--- src/rtl/gpio_bank.sv ---
`default_nettype none
// ============================================================================
// Module      : gpio_bank
// Description : Parametrised GPIO bank with per-pin direction, atomic set/clear,
//               synchronised inputs and edge-triggered W1C interrupts.
// Revision    : 1.0 - initial release
// ============================================================================
module gpio_bank #(
  parameter int GPIO_WIDTH  = 8,
  parameter int SYNC_STAGES = 2,
  parameter int DATA_WIDTH  = 32
) (
  input  logic                  clk,
  input  logic                  rst,
  input  logic                  sel,
  input  logic [2:0]            reg_addr,
  input  logic [DATA_WIDTH-1:0] wrdata,
  input  logic                  wren,
  output logic [DATA_WIDTH-1:0] rddata,
  input  logic [GPIO_WIDTH-1:0] gpio_port_in,
  output logic [GPIO_WIDTH-1:0] gpio_port_out,
  output logic [GPIO_WIDTH-1:0] gpio_dir,
  output logic                  irq
);

  localparam logic [2:0] c_ADDR_DATA_OUT   = 3'd0;
  localparam logic [2:0] c_ADDR_DIR        = 3'd1;
  localparam logic [2:0] c_ADDR_DATA_IN    = 3'd2;
  localparam logic [2:0] c_ADDR_IRQ_EN     = 3'd3;
  localparam logic [2:0] c_ADDR_EDGE_SEL   = 3'd4;
  localparam logic [2:0] c_ADDR_IRQ_STATUS = 3'd5;
  localparam logic [2:0] c_ADDR_SET        = 3'd6;
  localparam logic [2:0] c_ADDR_CLR        = 3'd7;

  localparam int                c_WARM_CYCLES = SYNC_STAGES + 1;
  localparam int                c_WARM_W      = $clog2(c_WARM_CYCLES + 1);
  localparam logic [c_WARM_W-1:0] c_WARM_DONE = c_WARM_W'(c_WARM_CYCLES);

  logic [GPIO_WIDTH-1:0]                  r_data_out;
  logic [GPIO_WIDTH-1:0]                  r_dir;
  logic [GPIO_WIDTH-1:0]                  r_irq_en;
  logic [GPIO_WIDTH-1:0]                  r_edge_sel;
  logic [GPIO_WIDTH-1:0]                  r_irq_status;
  logic [SYNC_STAGES-1:0][GPIO_WIDTH-1:0] r_sync;
  logic [GPIO_WIDTH-1:0]                  r_prev;
  logic [c_WARM_W-1:0]                    r_warm;

  logic                  w_wr;
  logic                  w_armed;
  logic [GPIO_WIDTH-1:0] w_wr_data;
  logic [GPIO_WIDTH-1:0] w_sync;
  logic [GPIO_WIDTH-1:0] w_event;
  logic [GPIO_WIDTH-1:0] w_w1c_mask;
  logic [GPIO_WIDTH-1:0] w_rd_bits;

  assign w_wr      = sel & wren;
  assign w_wr_data = wrdata[GPIO_WIDTH-1:0];
  assign w_sync    = r_sync[SYNC_STAGES-1];
  assign w_armed   = (r_warm == c_WARM_DONE);

  // Edges are ignored until the zeroed pipeline has been flushed by real pin samples.
  assign w_event = w_armed
                 ? ((r_edge_sel & w_sync & ~r_prev) | (~r_edge_sel & ~w_sync & r_prev))
                 : '0;

  assign w_w1c_mask = (w_wr && reg_addr == c_ADDR_IRQ_STATUS) ? w_wr_data : '0;

  always_ff @(posedge clk or posedge rst) begin
    if (rst) begin
      r_sync <= '0;
      r_prev <= '0;
      r_warm <= '0;
    end else begin
      r_sync <= {r_sync[SYNC_STAGES-2:0], gpio_port_in};
      r_prev <= w_sync;
      if (!w_armed) begin
        r_warm <= r_warm + c_WARM_W'(1);
      end
    end
  end

  always_ff @(posedge clk or posedge rst) begin
    if (rst) begin
      r_data_out   <= '0;
      r_dir        <= '0;
      r_irq_en     <= '0;
      r_edge_sel   <= '0;
      r_irq_status <= '0;
    end else begin
      // OR-ing the event after the clear makes a coincident edge win over W1C.
      r_irq_status <= (r_irq_status & ~w_w1c_mask) | w_event;
      if (w_wr) begin
        case (reg_addr)
          c_ADDR_DATA_OUT: r_data_out <= w_wr_data;
          c_ADDR_DIR:      r_dir      <= w_wr_data;
          c_ADDR_IRQ_EN:   r_irq_en   <= w_wr_data;
          c_ADDR_EDGE_SEL: r_edge_sel <= w_wr_data;
          c_ADDR_SET:      r_data_out <= r_data_out | w_wr_data;
          c_ADDR_CLR:      r_data_out <= r_data_out & ~w_wr_data;
          default: ;
        endcase
      end
    end
  end

  always_comb begin
    w_rd_bits = '0;
    case (reg_addr)
      c_ADDR_DATA_OUT:   w_rd_bits = r_data_out;
      c_ADDR_DIR:        w_rd_bits = r_dir;
      c_ADDR_DATA_IN:    w_rd_bits = w_sync;
      c_ADDR_IRQ_EN:     w_rd_bits = r_irq_en;
      c_ADDR_EDGE_SEL:   w_rd_bits = r_edge_sel;
      c_ADDR_IRQ_STATUS: w_rd_bits = r_irq_status;
      default:           w_rd_bits = '0;
    endcase
  end

  always_comb begin
    rddata                   = '0;
    rddata[GPIO_WIDTH-1:0]   = w_rd_bits;
  end

  assign gpio_port_out = r_data_out & r_dir;
  assign gpio_dir      = r_dir;
  assign irq           = |(r_irq_status & r_irq_en);

  generate
    if (GPIO_WIDTH < DATA_WIDTH) begin : g_unused_wrdata
      logic w_unused_hi;
      assign w_unused_hi = ^wrdata[DATA_WIDTH-1:GPIO_WIDTH];
    end
  endgenerate

endmodule
`default_nettype wire

--- config.mk ---
export PLATFORM = sky130hd
export DESIGN_NAME = gpio_bank
export DESIGN_NICKNAME = d
export VERILOG_FILES = /design/src/rtl/gpio_bank.sv
export SDC_FILE = /design/constraint.sdc
export NUM_CORES = 1
export LEC_CHECK = 0
export ABC_AREA = 0
export BUFFER_PORTS_ARGS = -buffer_cell sky130_fd_sc_hd__buf_2
export CORE_MARGIN = 1.5
export CORE_UTILIZATION = 56
export DETAILED_ROUTE_END_ITERATION = 6
export PLACE_DENSITY = 0.95
export RECOVER_POWER = 25
export SLEW_MARGIN = 30
export SYNTH_ARGS = -nofsm -noshare
export SYNTH_HDL_FRONTEND = slang
export SYNTH_SLANG_ARGS = --single-unit
--- constraint.sdc ---
create_clock -name clk -period 4.7 [get_ports clk]
set_input_delay 0.94 -clock clk [delete_from_list [all_inputs] [get_ports clk]]
set_output_delay 0.94 -clock clk [all_outputs]
set_load 0.02 [all_outputs]
==> run metrics <==
register-to-register setup slack around 3400 ps; Cell Int Power between 1000 and 1500 uW; Max Buffers Root-to-Sink 2; Fin. Hold Viols 0; WL per Instance ~18 microns; Post-synth EDFFs 0; largest net degree at the start of global routing 67; detailed placement HPWL around 4700 microns; Max-cap violations 1; Crit Path Max Fanout 25; ys async rst share between 90% and 100%; Seq pwr share between 40 and 50%; antenna violations before repair 0; antenna viol nets, final 0; Power Density a little under 400 nW/um^2; critical path arrival between 2000 and 3000 ps; total track usage between 20% and 30%; Hold Buf Count CTS 0; area grow syn2layout 12.50%; Leak roughly 0.0017 uW; Root Buffer clkbuf_8; cell taking the most area after synthesis dfrtp_1; Die Y between 70 and 80 microns; Slew Viols, Final 67; Max VDD drop 0.0002899 V; Synth top cells by count dfrtp_1, mux2_2, buf_4; Max-slew headroom -3.492%; Mean Syn Cell Area 12.05 sq um; RR Startpoint r_warm[0]; final setup vio count 0; Layout fillers between 400 and 500; Yosys top cell area share 50.02%; drc violations 0; row count 27; clock latency on the worst-skew pair 340 ps; GR Overflow Total 0; Most used DFF post-synth dfrtp_1; Period minus WS final approximately 3500 ps; Initial Util about 59%; Num Clock Sinks 66; most frequent cell after synthesis dfrtp_1; status finished with violations; clock-pin slew on the worst setup and hold paths around 60 ps; Min-Delay Path Class register to register; total CTS buffers 9; routed vias about 2400; first-pass GRT wire length approximately 12000 microns; Sw Ratio ~28%; nets@finish 370; Worst Setup End Kind primary output; FMAX 0.2837 GHz; final wirelength roughly 7300 microns; Synth Instances ~270; setup TNS 0 ps; CTS tree yes; Worst Hold Launch r_sync[3]; logic gate share of total power around 18%; first-iteration detailed-routing DRC count between 200 and 250; Setup Skew slightly below 7 ps; die area roughly 6400 sq um; post-CTS setup buffer count 0; H-tree depth 3; Reg2Reg Depth 2; crit path kind input pin to primary output; synth top area cells dfrtp_1, mux2_2, buf_4, o221a_2, and3b_1; Min Hold Slack about 350 ps; Via density between 6 and 7; final worst-path cycle share roughly three quarters; clock power share 35.2%; failing checks capacitance limit, slew limit; flops & latches, synth between 60 and 70; Ys Warns 0; IO Count 96; Die Span X 79.79 microns; layout cell share with drive strength beyond 1 between 30% and 40%; I/O Buffers 47; DR pass1 iterations 5; vias in the first global route between 2000 and 2500; cell depth of the worst hold path 0; Req. time, crit path 3760 ps; Diodes inserted 0; CP Launch Type input pin; Core Footprint between 5000 and 6000 sq um; Post-Syn Area approximately 3300 sq um; Crit. Startpoint reg_addr[1]; Tightest Pin Transition between 1500 and 2000 ps; Net Switching just over 400 uW; Seq/Total Area, Yosys between 50% and 60%; post-synth cell types 46; RePlAce Congestion 0.8232; RSZ-0062 raised after global routing no; Resized cells post-CTS 0
-- final timing paths --
check | end
max in group asynchronous | r_prev[6]
min | w_sync[3]
max | rddata[7]
max reg2reg | r_warm[1]
min in group asynchronous | r_sync[2]
min reg2reg | w_sync[3]
-- cell families after synthesis --
group / synth area share (%)
flip-flops: 50.02
buffers and inverters: 8.109
XOR/XNOR: 0.2653
AO/OA/AOI/OAI: 14.85
other: 0.1136
adder cells (fa/ha/maj): 0.3789
multiplexers: 14.21
AND/OR/NAND/NOR: 12.05
-- per-stage QoR --
step	cells	util (%)	total power, uW	setup WS [ps]	cell area (sq um)
after floorplan	297	-	896.4	1697	3388
after CTS	398	66.29	1489	1194	3717
after global placement	383	62.32	948.6	1261	3495
after detailed placement	383	62.32	965.5	1197	3495
final	398	66.24	1478	1175	3715
after global routing	398	66.24	1539	1024	3715
-- cell type report --
type                       count  area, sq um  area share [%]
clock inverter                 1        30.03          0.8084
sequential                    66         1652           44.46
tap                           72        90.09           2.425
clock buffer                  14        192.7           5.187
timing repair buffer          48        240.2           6.467
multi-input combinational    186         1469           39.54
inverter                      11        41.29           1.111
-- critical path: stages --
cell and delay, ps:
buf_2 270, nor2b_1 740, a22oi_1 220, a21oi_1 220, buf_2 190
-- registers in the layout (all words and copies together) (netlist names) --
signal	flops
r_irq_en	8
r_warm	2
r_sync	8
r_irq_status	8
r_prev	8
gpio_dir	8
r_edge_sel	8
w_sync	8
r_data_out	8
-- power groups by stage --
| stage | Combinational, uW | Sequential, uW | Clock (uW) |
|---|---|---|---|
| 2_1_floorplan | 193 | 703 | 0 |
| 3_3_place_gp | 255 | 693 | 0 |
| 3_5_place_dp | 265 | 700 | 0 |
| 4_1_cts | 267 | 690 | 532 |
| 5_1_grt | 289 | 700 | 549 |
| 6_report | 266 | 692 | 520 |
-- per-layer routing --
metal	part of all wire, %	up-vias	track usage [%]
met5	0	-	0
met4	1.9	0	10.17
met3	8.4	14	6.400
met2	49	133	39.92
met1	41	1218	33.54
li1	-	1073	-
-- cell usage in the layout, fill, tap and decap left out, types with 5 or more instances in the layout --
cell type and count:
a21boi_0 6, a21oi_1 7, a221oi_1 5, a22oi_1 9, and2_1 8, and3b_1 8, buf_2 47, clkbuf_8 14
conb_1 24, dfrtp_1 66, inv_1 10, mux2_2 34, nand2_1 11, nor3b_1 8, o21ai_0 9, o221a_2 7
o31ai_1 8, o32a_1 6
(Power assumes the default switching activity.)
